===== config.mk =====
export PLATFORM = sky130hd
export DESIGN_NAME = hazard_scoreboard
export DESIGN_NICKNAME = d
export VERILOG_FILES = /design/src/rtl/pipes_pkg.sv /design/src/rtl/hazard_scoreboard_counter.sv /design/src/rtl/hazard_scoreboard.sv
export SDC_FILE = /design/constraint.sdc
export NUM_CORES = 1
export LEC_CHECK = 0
export ABC_AREA = 1
export ABC_CLOCK_PERIOD_IN_PS = 4250
export BUFFER_PORTS_ARGS = -buffer_cell sky130_fd_sc_hd__buf_4
export CAP_MARGIN = 20
export CORE_MARGIN = 5
export CORE_UTILIZATION = 60
export CTS_CLUSTER_DIAMETER = 120
export DETAILED_ROUTE_END_ITERATION = 12
export PLACE_DENSITY = 0.89
export SLEW_MARGIN = 20
export SYNTH_ARGS = -nofsm -noshare
export SYNTH_HDL_FRONTEND = slang
export SYNTH_HIERARCHICAL = 1
export SYNTH_SLANG_ARGS = --single-unit

===== constraint.sdc =====
create_clock -name clk -period 4.25 [get_ports clk]
set_clock_uncertainty 0.05 [all_clocks]
set_input_delay 1.0625 -clock clk [delete_from_list [all_inputs] [get_ports clk]]
set_output_delay 1.0625 -clock clk [all_outputs]
set_load 0.02 [all_outputs]

===== src/rtl/pipes_pkg.sv =====
// Shared pipeline types and constants for the decode-stage register scoreboard.
package pipes;

  localparam int unsigned SCB_NREG         = 32;
  localparam int unsigned SCB_CNT_W        = 2;
  localparam int unsigned SCB_MAX_INFLIGHT = 4;

  typedef logic [4:0]           creg_addr_t;
  typedef logic [SCB_CNT_W-1:0] scb_cnt_t;

endpackage


===== src/rtl/hazard_scoreboard_counter.sv =====
// scb_counter: per-register pending-write counter with clear, inc, dec and a nonzero flag.
module scb_counter
  import pipes::*;
#(
  parameter int unsigned W = SCB_CNT_W
) (
  input  logic         clk,
  input  logic         reset,
  input  logic         clr,
  input  logic         inc,
  input  logic         dec,
  output logic [W-1:0] cnt,
  output logic         nz
);

  logic [W-1:0] cnt_q;
  logic [W-1:0] cnt_d;

  // Simultaneous inc and dec cancel; clear wins over both.
  always_comb begin
    cnt_d = cnt_q;
    if (clr) begin
      cnt_d = '0;
    end else if (inc && !dec) begin
      cnt_d = cnt_q + W'(1);
    end else if (dec && !inc) begin
      cnt_d = cnt_q - W'(1);
    end
  end

  always_ff @(posedge clk) begin
    if (!reset) begin
      cnt_q <= '0;
    end else begin
      cnt_q <= cnt_d;
    end
  end

  assign cnt = cnt_q;
  assign nz  = (cnt_q != '0);

  a_no_wrap: assert property (@(posedge clk) disable iff (!reset)
    !clr |-> !((inc && !dec && cnt_q == '1) || (dec && !inc && cnt_q == '0)));

endmodule


===== src/rtl/hazard_scoreboard.sv =====
// Decode-stage register scoreboard: pending-write tracking, stall flags and issue throttling.
// Define WB_BYPASS_EN to release stalls (and issue credit) in the writeback cycle itself.
module hazard_scoreboard
  import pipes::*;
#(
  parameter int unsigned NREG         = SCB_NREG,
  parameter int unsigned CNT_W        = SCB_CNT_W,
  parameter int unsigned MAX_INFLIGHT = SCB_MAX_INFLIGHT
) (
  input  logic                              clk,
  input  logic                              reset,
  input  logic [4:0]                        rs1,
  input  logic [4:0]                        rs2,
  input  logic                              iss_valid,
  input  logic                              iss_wen,
  input  logic [4:0]                        iss_rd,
  output logic                              iss_ready,
  input  logic                              wb_valid,
  input  logic [4:0]                        wb_rd,
  input  logic                              flush,
  output logic                              bubble1,
  output logic                              bubble2,
  output logic [$clog2(MAX_INFLIGHT+1)-1:0] inflight,
  output logic                              wb_err
);

  localparam int unsigned INFL_W = $clog2(MAX_INFLIGHT + 1);

  creg_addr_t        a_rs1, a_rs2, a_iss, a_wb;
  logic [CNT_W-1:0]  cnt [NREG];
  logic [NREG-1:0]   nz;
  logic [NREG-1:0]   inc_v, dec_v;
  logic              acc, ret;
  logic [INFL_W-1:0] infl_eff;
  logic [INFL_W-1:0] inflight_q, inflight_d;
  logic              wb_err_q, wb_err_d;

  assign a_rs1 = rs1;
  assign a_rs2 = rs2;
  assign a_iss = iss_rd;
  assign a_wb  = wb_rd;

  assign cnt[0] = '0;
  assign nz[0]  = 1'b0;

  for (genvar r = 1; r < NREG; r++) begin : g_cnt
    scb_counter #(.W(CNT_W)) u_cnt (
      .clk  (clk),
      .reset(reset),
      .clr  (flush),
      .inc  (inc_v[r]),
      .dec  (dec_v[r]),
      .cnt  (cnt[r]),
      .nz   (nz[r])
    );
  end

  always_comb begin
    ret      = wb_valid && (a_wb != '0) && nz[a_wb];
    infl_eff = inflight_q;
`ifdef WB_BYPASS_EN
    infl_eff = inflight_q - INFL_W'(ret);
`endif
    iss_ready = !(iss_wen && (a_iss != '0) &&
                  ((cnt[a_iss] == '1) || (infl_eff == INFL_W'(MAX_INFLIGHT))));
    acc       = iss_valid && iss_ready && iss_wen && (a_iss != '0);

    inc_v = '0;
    dec_v = '0;
    inc_v[a_iss] = acc;
    dec_v[a_wb]  = ret;

    wb_err_d   = wb_err_q || (wb_valid && (a_wb != '0) && !nz[a_wb]);
    inflight_d = flush ? '0 : (inflight_q + INFL_W'(acc) - INFL_W'(ret));

    bubble1 = (a_rs1 != '0) && nz[a_rs1];
    bubble2 = (a_rs2 != '0) && nz[a_rs2];
`ifdef WB_BYPASS_EN
    // The retiring value is forwarded, so its last pending write no longer stalls.
    if (wb_valid && (a_wb == a_rs1) && (cnt[a_rs1] == CNT_W'(1))) bubble1 = 1'b0;
    if (wb_valid && (a_wb == a_rs2) && (cnt[a_rs2] == CNT_W'(1))) bubble2 = 1'b0;
`endif
  end

  always_ff @(posedge clk) begin
    if (!reset) begin
      inflight_q <= '0;
      wb_err_q   <= 1'b0;
    end else begin
      inflight_q <= inflight_d;
      wb_err_q   <= wb_err_d;
    end
  end

  assign inflight = inflight_q;
  assign wb_err   = wb_err_q;

  a_inflight_bound: assert property (@(posedge clk) disable iff (!reset)
    inflight_q <= INFL_W'(MAX_INFLIGHT));

endmodule

Yosys cells after proc, flatten, opt, wreduce, memory -nomap -nowiden:

Index checks and enable logic that the tools add are counted.

* add/subtract/negate cells: 64
* bitwise operators: 4
* equality and inequality tests: 2
* order comparisons: 7
* reduce and logical (&&, ||, !) cells: 207
* muxes and demuxes: 75

Operators with widths (count)
* $mux W2: 64
* $reduce_bool A2 Y1: 62
* $logic_and A1 B1 Y1: 74
* $and A32 B32 Y32: 2
* $logic_not A1 Y1: 64
* $add A2 B1 Y2 const B: 31
* $sub A2 B1 Y2 const B: 31
* $lt A5 B6 Y1 const B: 4
* $reduce_bool A5 Y1: 4
* $bmux W1 S5: 3
* $bmux W2 S5: 1
* $demux W1 S5: 2
* $ge A5 B1 Y1 const B: 2
* $ge A6 B6 Y1 const B: 1
* $not A5 Y6: 1
* $mux W1: 5
* $add A3 B1 Y3: 1
* $eq A3 B3 Y1 const B: 1
* $sub A3 B1 Y3: 1
* $eq A2 B2 Y1 const B: 1
* $logic_or A1 B1 Y1: 2
* $reduce_or A2 Y1: 1
* $not A1 Y1: 1

* register bits after elaboration: 66
* logic and storage cells: 392
* input port bits: 26
* output and inout bits: 7

Longest topological paths before layout:

Gate-level depths: netlist (run 1).

* depth in word-level cells: 16
* mapped depth: 22
* gate-level depth less buffers: 20

Modules after synthesis:

The synthesis (run 1) kept the hierarchy.

Modules (own cells, without submodules)
* scb_counter: cells an instance 21, seq. area each 40.0 um^2, area an instance 128.9 um^2, times used 31
* hazard_scoreboard: cells an instance 543, seq. area each 80.1 um^2, area an instance 2407.3 um^2, times used 1

Worst setup path before layout (run 1):

OpenSTA, ideal clock, no wires.

* kind: in2reg
* from: input port iss_rd[0]
* to: register inflight_q[2], in the netlist inflight[2]
* slack: 912 ps
* arrival time: 3174 ps
* library setup time: 115 ps
* data required time: 4085 ps
* stages on the path: 20
* buffers on the path: 3
* cell sequence: buf_2 -> inv_2 -> buf_2 -> nand2_1 -> nand2_1 -> nand2_1 -> nand2_1 -> nand2_1 -> nand2_1 -> nor2_1 -> nand2_1 -> nand2_1 -> nand3_2 -> buf_4 -> ha_1 -> inv_1 -> ha_1 -> fa_1 -> xnor2_1 -> nor2_1

* word-level cells in the longest chain between the ends: 13
* elaborated cells on any way between the ends: 15
* those cells by class: add/sub: 2; eq/ne: 1; mux: 3; bitwise: 1; reduce/logical: 8

Ends and longest elaborated chain
* start: declaration: line hazard_scoreboard.sv:16 `input logic [4:0] iss_rd,`
* $not A5 Y6 (not written as such): line hazard_scoreboard.sv:65 `((cnt[a_iss] == '1) || (infl_eff == INFL_W'(MAX_INFLIGHT))));`
* $bmux W2 S5: line hazard_scoreboard.sv:65
* $mux W2 (not written as such) (2 in a row): line hazard_scoreboard.sv:65
* $eq A2 B2 Y1: line hazard_scoreboard.sv:65
* $logic_or A1 B1 Y1: line hazard_scoreboard.sv:65
* $logic_and A1 B1 Y1: line hazard_scoreboard.sv:64 `iss_ready = !(iss_wen && (a_iss != '0) &&`
* $logic_not A1 Y1: line hazard_scoreboard.sv:64
* $logic_and A1 B1 Y1 (2 in a row): line hazard_scoreboard.sv:66 `acc = iss_valid && iss_ready && iss_wen && (a_iss != '0);`
* $logic_and A1 B1 Y1 *: line hazard_scoreboard.sv:66
* $add A3 B1 Y3 *: line hazard_scoreboard.sv:74 `inflight_d = flush ? '0 : (inflight_q + INFL_W'(acc) - INFL_W'(ret));`
* $sub A3 B1 Y3 *: line hazard_scoreboard.sv:74
* end signal: assignment: line hazard_scoreboard.sv:90 `inflight_q <= inflight_d;`
* end: declaration: line hazard_scoreboard.sv:35 `logic [INFL_W-1:0] inflight_q, inflight_d;`

Every way passes the cells marked *; elsewhere a longest branch is shown, timed or not. The select of a mux whose other input is x is not followed.
A chain may end at the register's enable or synchronous reset.

Worst setup path after layout (run 1):

* from: input port iss_rd[0]
* to: output port iss_ready

* word-level cells in the longest chain between the ends: 8
* elaborated cells on any way between the ends: 10
* those cells by class: eq/ne: 1; mux: 3; bitwise: 1; reduce/logical: 5

Ends and longest elaborated chain
* $not A5 Y6 (not written as such): line hazard_scoreboard.sv:65
* $bmux W2 S5: line hazard_scoreboard.sv:65
* $mux W2 (not written as such) (2 in a row): line hazard_scoreboard.sv:65
* $eq A2 B2 Y1: line hazard_scoreboard.sv:65
* $logic_or A1 B1 Y1: line hazard_scoreboard.sv:65
* $logic_and A1 B1 Y1 *: line hazard_scoreboard.sv:64
* $logic_not A1 Y1 *: line hazard_scoreboard.sv:64
* end: declaration: line hazard_scoreboard.sv:17 `output logic iss_ready,`

Marks and branches as above.

==> results.py, run 1 <==
metrics = {
    "floorplanning": {
        "die_x_um": 113,
        "rows": 37,
        "die_h_um": 113,
        "start_util_pct": 61.7,
        "die_area_um2": 12800,
        "core_um2": 10400,
        "io-pin-count": 33,
    },
    "yosys": {
        "async_reset_ff_share_pct": 0,
        "synthTopCellsByCount": "395 x nand2_1, 231 x inv_1, 156 x nor2_1",
        "synth_top_area_cell": "nand2_1",
        "synth_area_leaders": "nand2_1 23%, dfxtp_1 21%, inv_1 14%",
        "postSynthAreaPerCell_um2": 5.36,
        "yosysMostFrequentCell": "nand2_1",
        "ys_seq_area_share_pct": 20.6,
        "ys_seq_elements": 66,
        "ys_types": 31,
        "synth_top_area_share_pct": 23.2,
        "synth_nets": 1254,
        "synth_warnings": 6,
        "synthesis.area_um2": 6400,
        "synth_ff_type": "dfxtp_1",
        "synth-edff-count": 0,
        "syn_inst": 1194,
    },
    "hold_path": {
        "worstHoldEndpoint": "wb_err",
        "hold_depth": 2,
        "min-delay-path-class": "register to register",
        "hp-start": "wb_err",
    },
    "worst_setup_path": {
        "r2r_cells": 18,
        "cp_data_required_time_ns": 3.14,
        "r2r_slack_ns": 1.39,
        "setup.worst_path.start_class": "input port",
        "crit_fanout": 33,
        "reg2reg_from": "g_cnt[12].u_cnt/cnt[0]",
        "r2r-end": "inflight[2]",
        "endpoint_kind": "primary output",
        "critical_path_class": "input port to primary output",
        "cp.arrival_ns": 2.77,
    },
    "placement": {
        "place_congestion": 1.01,
        "dp_cells": 1353,
        "port_buffers": 32,
        "dp_slack_ns": 0.453,
        "dpl-instance-area_um2": 6780,
        "dp_hpwl_um": 13700,
    },
    "cts": {
        "htreeDepth": 3,
        "path_clk_slew_ns": 0.07,
        "cts_setup_buffers": 0,
        "cts_root_buffer": "clkbuf_8",
        "clock_sinks": 66,
        "clk_latency_ns": 0.38,
        "cts.path.max_buffers": 2,
        "cts_tree": "done",
        "hold_buffers": 0,
        "cts_resized": 0,
        "cts_buffers": 9,
    },
    "drt": {
        "drtIter0Drc": 724,
        "viasPerCell": 5.34,
        "wl_per_cell_um": 13.4,
        "drcViolationCount": 0,
        "num_vias": 7310,
        "drt_wl_total_um": 18300,
        "dr.pass1.iters": 7,
        "final_antenna_net_count": 0,
    },
    "final_layout": {
        "fillers": 1004,
        "diodes": 0,
        "final_area_um2": 7000,
        "syn_to_final_growth_pct": 9.30,
        "drive_gt1_share_pct": 11.0,
        "layout.nets": 1288,
        "layout.cells.non_filler": 1369,
    },
    "grt": {
        "grt_overflow": 0,
        "grt_pass1_wl_um": 30600,
        "grt_usage_pct": 29.5,
        "grt_start_max_net_pins": 34,
        "grt_pass1_vias": 6730,
        "antenna_found_initial": 0,
    },
    "power": {
        "ir_worst_vdd_v": 0.000197,
        "power.leakage_nw": 3.40,
        "p_per_area_nw_per_um2": 204,
    },
    "sta": {
        "fmax_mhz": 258,
        "tightestPinTransition_ns": 0.763,
        "finalMaxSlewViolations": 0,
        "grt_setup_unrepaired": "no",
        "setup_ws_ns": 0.371,
        "finalCritPeriodShare_pct": 91.3,
        "finalHoldWorstSlack_ns": 0.400,
        "setup_violations": 0,
        "tns_ns": 0,
        "maxSlewHeadroom_pct": 48.8,
        "fin_crit_ns": 3.88,
        "hold_viol_final": 0,
    },
    "job": {
        "maxCapViolCount": 0,
    },
    "status": {
        "outcome": "finished, final reports clean",
    },
}
==> sequential cells by signal, indices dropped and copies added (netlist names) <==
| register | count |
|---|---|
| wb_err | 1 |
| inflight | 3 |
| g_cnt.u_cnt/cnt | 62 |
==> final cells by class <==
class,count,area (µm²),area share [%]
clock inverter,1,30.0,0.429
sequential,66,1320,18.9
inverter,268,1010,14.4
timing repair buffer,39,293,4.18
tap,136,170,2.43
clock buffer,15,186,2.66
multi-input combinational,844,3990,57.0
==> layer usage <==
layer / share of wire (%) / routed length (µm) / GRT usage, % / vias up
met5: 0 / 0 / 0 / -
met4: 3.9 / 723 / 13.9 / 0
met3: 12 / 2130 / 8.45 / 69
met2: 43 / 7930 / 47.1 / 327
met1: 41 / 7530 / 36.6 / 3209
li1: - / - / - / 3705
==> power by group <==
group	internal, mW	leakage (nW)	switching (mW)
Combinational	0.0628	2.76	0.142
Clock	0.336	0.110	0.260
Sequential	0.621	0.532	0.00281
==> cell usage in the layout, fill, tap and decap left out, drive strengths merged, types with 2 or more instances in the layout <==
| cell | instances |
|---|---|
| o211ai | 2 |
| o21ai | 54 |
| a211oi | 3 |
| clkbuf | 15 |
| o221ai | 3 |
| o2111ai | 2 |
| nor3 | 16 |
| inv | 267 |
| ha | 33 |
| a21oi | 49 |
| xnor2 | 2 |
| dfxtp | 66 |
| nor2 | 158 |
| nand3 | 53 |
| buf | 39 |
| nand2 | 428 |
| nand4 | 36 |
==> worst max-delay path, cell delays in order <==
cell	delay, ns
buf_4	0.22
inv_2	0.43
nand2_1	0.11
nand2_1	0.10
nand2_1	0.05
nand2_1	0.07
nand2_1	0.10
nand2_1	0.10
nor2_1	0.04
nand2_1	0.05
nand2_1	0.07
nand2_1	0.10
nand3_1	0.08
buf_4	0.16
==> how the worst max path moves through the flow <==
stage / from / to / slack (ns) / cells after the start
final: iss_rd[0] / iss_ready / 0.37 / 14
after global routing: iss_rd[0] / iss_ready / 0.19 / 14
after CTS: iss_rd[0] / iss_ready / 0.44 / 14
after detailed placement: iss_rd[0] / iss_ready / 0.45 / 14
after global placement: iss_rd[0] / iss_ready / 0.50 / 14
after floorplan: iss_rd[0] / inflight[2] / 0.91 / 20
==> stage by stage <==
| stage | total power, mW | utilization [%] |
|---|---|---|
| 2_1_floorplan | 0.758 | - |
| 3_3_place_gp | 0.834 | 65.4 |
| 3_5_place_dp | 0.836 | 65.4 |
| 4_1_cts | 1.43 | 67.5 |
| 5_1_grt | 1.48 | 67.5 |
| 6_report | 1.42 | 67.5 |
==> cell families (layout without fill, tap and decap cells) <==
| family | after synthesis | in the layout | synth area share [%] |
|---|---|---|---|
| compound gates | 115 | 115 | 9.54 |
| fa+ha+maj | 34 | 34 | 6.76 |
| xor+xnor | 2 | 2 | 0.274 |
| buf+inv | 284 | 323 | 17.0 |
| flops | 66 | 66 | 20.6 |
| simple gates | 693 | 693 | 45.8 |
No activity file was read; power rests on OpenSTA's default activity.
==> run 2, diff against run 1 <==
--- a/config.mk
+++ b/config.mk
@@ -5,7 +5,6 @@
 export SDC_FILE = /design/constraint.sdc
 export NUM_CORES = 1
 export LEC_CHECK = 0
-export ABC_AREA = 1
 export ABC_CLOCK_PERIOD_IN_PS = 4250
 export BUFFER_PORTS_ARGS = -buffer_cell sky130_fd_sc_hd__buf_4
 export CAP_MARGIN = 20
@@ -13,7 +12,7 @@
 export CORE_UTILIZATION = 60
 export CTS_CLUSTER_DIAMETER = 120
 export DETAILED_ROUTE_END_ITERATION = 12
-export PLACE_DENSITY = 0.89
+export PLACE_DENSITY = 0.9
 export SLEW_MARGIN = 20
 export SYNTH_ARGS = -nofsm -noshare
 export SYNTH_HDL_FRONTEND = slang
==> run 2 against run 1 <==
Compared with the run above:
- global-route usage shrank 0.79 points
- synthesized area shrank 13%
- worst setup slack lost 0.27 ns
- synthesized cell count shrank 46%
- hold slack gained 0.047 ns
- die area shrank 12%
- cell count shrank 43%
- flip-flop and latch count is the same
- fmax shrank 6.4%
- sequential power is essentially flat
- via count shrank 29%
- sequential share of layout area grew 2.9 points
- critical path type unchanged
==> results.py, run 2 <==
metrics = {
    "status": {
        "outcome": "finished, final reports clean",
    },
    "grt": {
        "antenna_found_initial": 0,
        "grt_start_max_net_pins": 35,
        "grt_pass1_wl_um": 25600,
        "grt_usage_pct": 28.7,
        "grt_pass1_vias": 5101,
        "grt_overflow": 0,
    },
    "worst_setup_path": {
        "cp.arrival_ns": 3.03,
        "critPathTopFamily": "simple AND/OR/NAND/NOR gates",
        "r2r_cells": 12,
        "crit_slowest_cell": "or4b_2",
        "critPathMostFrequentCell": "buf_4",
        "crit_chain": "buf_4, buf_12, or4b_2, o22ai_1, nor3_1, nand3_1, o22a_2, buf_4, o21ai_0, buf_4",
        "crit_fanout": 21,
        "reg2reg_from": "g_cnt[19].u_cnt/cnt[0]",
        "r2r-end": "g_cnt[24].u_cnt/cnt[1]",
        "crit_cells": 10,
        "setup.worst_path.start_class": "input port",
        "r2r_slack_ns": 0.74,
        "critical_path_class": "input port to primary output",
        "endpoint_kind": "primary output",
        "max_stage_delay_ns": 0.62,
        "path_buf_inv": 4,
        "setup.worst_path.start": "iss_rd[0]",
        "cp_data_required_time_ns": 3.14,
        "crit_end": "iss_ready",
    },
    "yosys": {
        "synth_ff_type": "dfxtp_1",
        "synth-edff-count": 0,
        "synth_compound_area_share_pct": 8.17,
        "muxShareOfSynthArea_pct": 16.9,
        "synth_top_area_cell": "dfxtp_1",
        "ys_seq_elements": 66,
        "async_reset_ff_share_pct": 0,
        "synth-adder-area-share_pct": 7.81,
        "postSynthAreaPerCell_um2": 8.66,
        "synth_warnings": 6,
        "synth_top_area_share_pct": 23.8,
        "synth_nets": 700,
        "synth_xor_area_share_pct": 10.1,
        "ys_types": 47,
        "synthTopCellsByCount": "66 x dfxtp_1, 62 x xor2_1, 61 x nor2_1",
        "synth_top_family_by_area": "simple AND/OR/NAND/NOR gates",
        "ys_seq_area_share_pct": 23.8,
        "synthesis.area_um2": 5550,
        "yosysMostFrequentCell": "dfxtp_1",
        "yosys.area_share.simple_pct": 27.3,
        "synth_area_leaders": "dfxtp_1 24%, mux4_2 13%, xor2_1 9.8%",
        "syn_inst": 640,
    },
    "sta": {
        "fmax_mhz": 241,
        "grt_setup_unrepaired": "no",
        "hold_viol_final": 0,
        "maxSlewHeadroom_pct": 59.5,
        "fin_crit_ns": 4.15,
        "setup_violations": 0,
        "tns_ns": 0,
        "finalCritPeriodShare_pct": 97.5,
        "finalHoldWorstSlack_ns": 0.448,
        "tightestPinTransition_ns": 0.601,
        "finalMaxSlewViolations": 0,
    },
    "drt": {
        "num_vias": 5156,
        "dr.pass1.iters": 6,
        "drcViolationCount": 0,
        "final_antenna_net_count": 0,
        "viasPerCell": 6.60,
        "wl_per_cell_um": 20.3,
        "drt_wl_total_um": 15800,
        "drtIter0Drc": 634,
    },
    "floorplanning": {
        "die_x_um": 106,
        "io-pin-count": 33,
        "die_area_um2": 11300,
        "rows": 35,
        "start_util_pct": 60.9,
        "core_um2": 9110,
        "die_h_um": 106,
    },
    "job": {
        "maxCapViolCount": 0,
    },
    "power": {
        "p_clk_share_pct": 39.9,
        "p_seq_share_pct": 47.6,
        "comb_power_share_pct": 12.4,
        "power.leakage_nw": 2.36,
        "switching_share_pct": 26.0,
        "switching_power_mw": 0.341,
        "p_per_area_nw_per_um2": 216,
        "power.internal_mw": 0.970,
        "ir_worst_vdd_v": 0.000151,
    },
    "final_layout": {
        "syn_to_final_growth_pct": 9.30,
        "largest_reg_flops": 62,
        "diodes": 0,
        "layout.nets": 726,
        "drive_gt1_share_pct": 15.1,
        "fillers": 728,
        "layout_common_cells": "66 x dfxtp_1, 62 x xor2_1, 61 x nor2_1",
        "layout_commonest_cell": "dfxtp_1",
    },
    "cts": {
        "cts_tree": "done",
        "cts_root_buffer": "clkbuf_8",
        "htreeDepth": 3,
        "clk_latency_ns": 0.35,
        "cts.path.max_buffers": 2,
        "cts_buffers": 9,
        "cts_setup_buffers": 0,
        "hold_buffers": 0,
        "cts_resized": 0,
        "clock_sinks": 66,
        "path_clk_slew_ns": 0.07,
    },
    "placement": {
        "port_buffers": 32,
        "dp_hpwl_um": 12000,
        "place_congestion": 1.00,
    },
    "hold_path": {
        "min-delay-path-class": "register to register",
    },
}
run 2: logic make-up (layout without fill, tap and decap cells):
| kind of cell | after synthesis | count (layout) |
|---|---|---|
| muxes | 54 | 54 |
| adders and majority gates | 34 | 34 |
| buffers and inverters | 70 | 100 |
| xor gates and xnor gates | 64 | 64 |
| DFF | 66 | 66 |
| and+or+nand+nor | 269 | 269 |
| AOI/OAI and AO/OA | 83 | 83 |
run 2: per-stage QoR:
stage | worst slack [ns] | total power [mW] | utilization [%] | std cells | cell area, µm²
2_1_floorplan | 0.293 | 0.740 | - | 640 | 5550
3_3_place_gp | 0.164 | 0.792 | 64.5 | 766 | 5880
3_5_place_dp | 0.109 | 0.797 | 64.5 | 766 | 5880
4_1_cts | 0.138 | 1.31 | 66.5 | 781 | 6060
5_1_grt | 0.00910 | 1.36 | 66.5 | 781 | 6060
6_report | 0.105 | 1.31 | 66.5 | 781 | 6060
run 2: area by class of cell:
| type | instances | area [µm²] | area share [%] |
|---|---|---|---|
| clock buffers | 12 | 145 | 2.39 |
| multi-input cells | 504 | 3890 | 64.2 |
| well taps | 111 | 139 | 2.29 |
| clock inverters | 3 | 40.0 | 0.661 |
| repair buffers | 44 | 368 | 6.07 |
| flip-flops and latches | 66 | 1320 | 21.8 |
| inverters | 41 | 154 | 2.54 |
run 2: power groups by stage:
stage,sequential (mW),clock [mW],combinational [mW]
after floorplan,0.639,0,0.101
after global placement,0.638,0,0.153
after CTS,0.624,0.529,0.160
after detailed placement,0.638,0,0.159
after global routing,0.624,0.558,0.174
final,0.624,0.524,0.163
run 2: how the worst min path moves through the flow:
stage                           startpoint                     end  cells past startpoint
CTS                                 wb_err                  wb_err                      1
global placement                    wb_err                  wb_err                      1
detailed placement                  wb_err                  wb_err                      1
global route                        wb_err                  wb_err                      1
floorplan           g_cnt[10].u_cnt/cnt[1]  g_cnt[10].u_cnt/cnt[1]                      2
finish                              wb_err                  wb_err                      1
run 2: worst reg2reg max path, cell delays in order (launching register included):
cell and delay (ns):
dfxtp_1 0.38, or2_1 0.29, mux4_2 0.47, a32oi_1 0.21, o221ai_1 0.16, nor3_2 0.32
buf_4 0.22, or3_1 0.36, nor2_1 0.08, inv_1 0.08, ha_1 0.26, or3_1 0.40
a21oi_1 0.14
run 2: layer usage:
metal  up-vias  share of wire [%]  global-route usage (%)
met5         -                  0                       0
met2       366                 46                    46.2
met1      2427                 39                    36.6
met3        56                 12                    7.35
li1       2307                  -                       -
met4         0                3.8                    12.1
==> run 3, diff against run 2 <==
--- a/config.mk
+++ b/config.mk
@@ -5,7 +5,7 @@
 export SDC_FILE = /design/constraint.sdc
 export NUM_CORES = 1
 export LEC_CHECK = 0
-export ABC_CLOCK_PERIOD_IN_PS = 4250
+export ABC_CLOCK_PERIOD_IN_PS = 4000
 export BUFFER_PORTS_ARGS = -buffer_cell sky130_fd_sc_hd__buf_4
 export CAP_MARGIN = 20
 export CORE_MARGIN = 5
@@ -13,6 +13,7 @@
 export CTS_CLUSTER_DIAMETER = 120
 export DETAILED_ROUTE_END_ITERATION = 12
 export PLACE_DENSITY = 0.9
+export SKIP_CTS_REPAIR_TIMING = 1
 export SLEW_MARGIN = 20
 export SYNTH_ARGS = -nofsm -noshare
 export SYNTH_HDL_FRONTEND = slang
==> constraint.sdc (replaced) <==
create_clock -name clk -period 4 [get_ports clk]
set_clock_uncertainty 0.05 [all_clocks]
set_input_delay 1 -clock clk [delete_from_list [all_inputs] [get_ports clk]]
set_output_delay 1 -clock clk [all_outputs]
set_load 0.02 [all_outputs]
==> run 3 against run 2 <==
Compared with the run above:
- cell count rose by 3.2%
- register-to-register slack worse by 0.26 ns
- first-iteration DRC count fell by 24%
- worst setup slack got worse by 0.074 ns
- highest routed layer is now met5
==> results.py, run 3 (synthesized netlist as in run 2, its figures left out) <==
metrics = {
    "drt": {
        "drtIter0Drc": 483,
        "final_antenna_net_count": 0,
        "wl_per_cell_um": 20.8,
        "num_vias": 5184,
        "dr.pass1.iters": 6,
        "viasPerCell": 6.43,
        "drt_wl_total_um": 16800,
        "drcViolationCount": 0,
    },
    "placement": {
        "dp_hpwl_um": 12900,
        "dp_slack_ns": -0.122,
        "dp_cells": 790,
        "port_buffers": 32,
        "place_congestion": 1.03,
    },
    "sta": {
        "setup_violations": 0,
        "tightestPinTransition_ns": 0.683,
        "maxSlewHeadroom_pct": 54.3,
        "fin_crit_ns": 3.97,
        "finalHoldWorstSlack_ns": 0.452,
        "finalMaxSlewViolations": 0,
        "finalCritPeriodShare_pct": 99.2,
        "fmax_mhz": 252,
        "setup_ws_ns": 0.0304,
        "grt_setup_unrepaired": "no",
        "hold_viol_final": 0,
    },
    "final_layout": {
        "diodes": 0,
        "layout.cells.non_filler": 806,
        "syn_to_final_growth_pct": 13.2,
        "utilization_pct": 68.9,
        "layout.nets": 750,
        "layout_common_cells": "66 x dfxtp_1, 65 x buf_4, 62 x xor2_1",
        "largest_reg_flops": 62,
        "drive_gt1_share_pct": 18.3,
        "layout_commonest_cell": "dfxtp_1",
    },
    "floorplanning": {
        "die_h_um": 106,
        "io-pin-count": 33,
        "rows": 35,
        "start_util_pct": 60.9,
        "die_area_um2": 11300,
        "core_um2": 9110,
        "die_x_um": 106,
    },
    "grt": {
        "grt_overflow": 0,
        "antenna_found_initial": 1,
        "grt_start_max_net_pins": 35,
        "grt_pass1_vias": 5258,
        "grt_usage_pct": 30.2,
        "grt_pass1_wl_um": 26600,
    },
    "cts": {
        "path_clk_slew_ns": 0.07,
        "cts.path.max_buffers": 2,
        "cts_buffers": 9,
        "cts_tree": "done",
        "clock_sinks": 66,
        "cts_root_buffer": "clkbuf_8",
        "clk_latency_ns": 0.35,
        "htreeDepth": 3,
    },
    "worst_setup_path": {
        "reg2reg_from": "g_cnt[8].u_cnt/cnt[0]",
        "r2r-end": "inflight[2]",
        "setup.worst_path.start_class": "input port",
        "r2r_cells": 13,
        "r2r_slack_ns": 0.48,
        "cp_data_required_time_ns": 2.95,
        "cp.arrival_ns": 2.92,
        "crit_fanout": 13,
        "critical_path_class": "input port to primary output",
        "endpoint_kind": "primary output",
    },
    "job": {
        "maxCapViolCount": 0,
    },
    "power": {
        "power.leakage_nw": 2.48,
        "ir_worst_vdd_v": 0.000179,
        "p_per_area_nw_per_um2": 239,
    },
    "hold_path": {
        "hp-start": "g_cnt[31].u_cnt/cnt[1]",
        "hold_depth": 2,
        "min-delay-path-class": "register to register",
        "worstHoldEndpoint": "g_cnt[31].u_cnt/cnt[1]",
    },
    "status": {
        "outcome": "finished, final reports clean",
    },
}
run 3: stage by stage:
stage | total power [mW] | setup TNS (ns) | cell area, µm²
floorplan | 0.786 | 0 | 5550
global placement | 0.857 | -0.0306 | 6060
detailed placement | 0.861 | -0.291 | 6060
CTS | 1.50 | 0 | 6270
global route | 1.55 | 0 | 6270
finish | 1.50 | 0 | 6270
run 3: layer usage:
layer / share of wire (%) / track usage [%]
met3: 11 / 10.1
met4: 2.9 / 10.8
met1: 39 / 37.8
met2: 46 / 48.7
met5: 0.12 / 0
run 3: report_power, final:
part / leakage [nW] / switching, mW / internal, mW
combinational: 1.84 / 0.106 / 0.0804
sequential: 0.532 / 0.00358 / 0.660
clock: 0.109 / 0.283 / 0.367
total: 2.48 / 0.393 / 1.11
run 3: area by class of cell:
type,instances,area [µm²]
clock buffer,11,141
clock inverter,5,77.6
fill,712,2830
inverter,41,154
multi-input combinational,504,3890
sequential,66,1320
tap,111,139
timing repair buffer,68,548
run 3: worst max-delay path by stage:
| stage | from | endpoint | slack (ns) | cells after the start |
|---|---|---|---|---|
| final | iss_rd[0] | iss_ready | 0.03 | 10 |
| after global routing | iss_rd[0] | iss_ready | 0.003 | 10 |
| after CTS | iss_rd[0] | iss_ready | 0.02 | 10 |
| after detailed placement | iss_rd[0] | inflight[2] | -0.12 | 14 |
| after global placement | iss_rd[0] | inflight[2] | -0.03 | 14 |
| after floorplan | iss_rd[0] | inflight[2] | 0.16 | 13 |
run 3: worst max-delay path, cell delays in order:
cell and delay (ns):
buf_4 0.14, buf_4 0.15, or4b_2 0.65, o22ai_1 0.15, nor3_1 0.08, nand3_1 0.10, o22a_2 0.14, buf_4 0.22
o21ai_1 0.11, buf_4 0.17
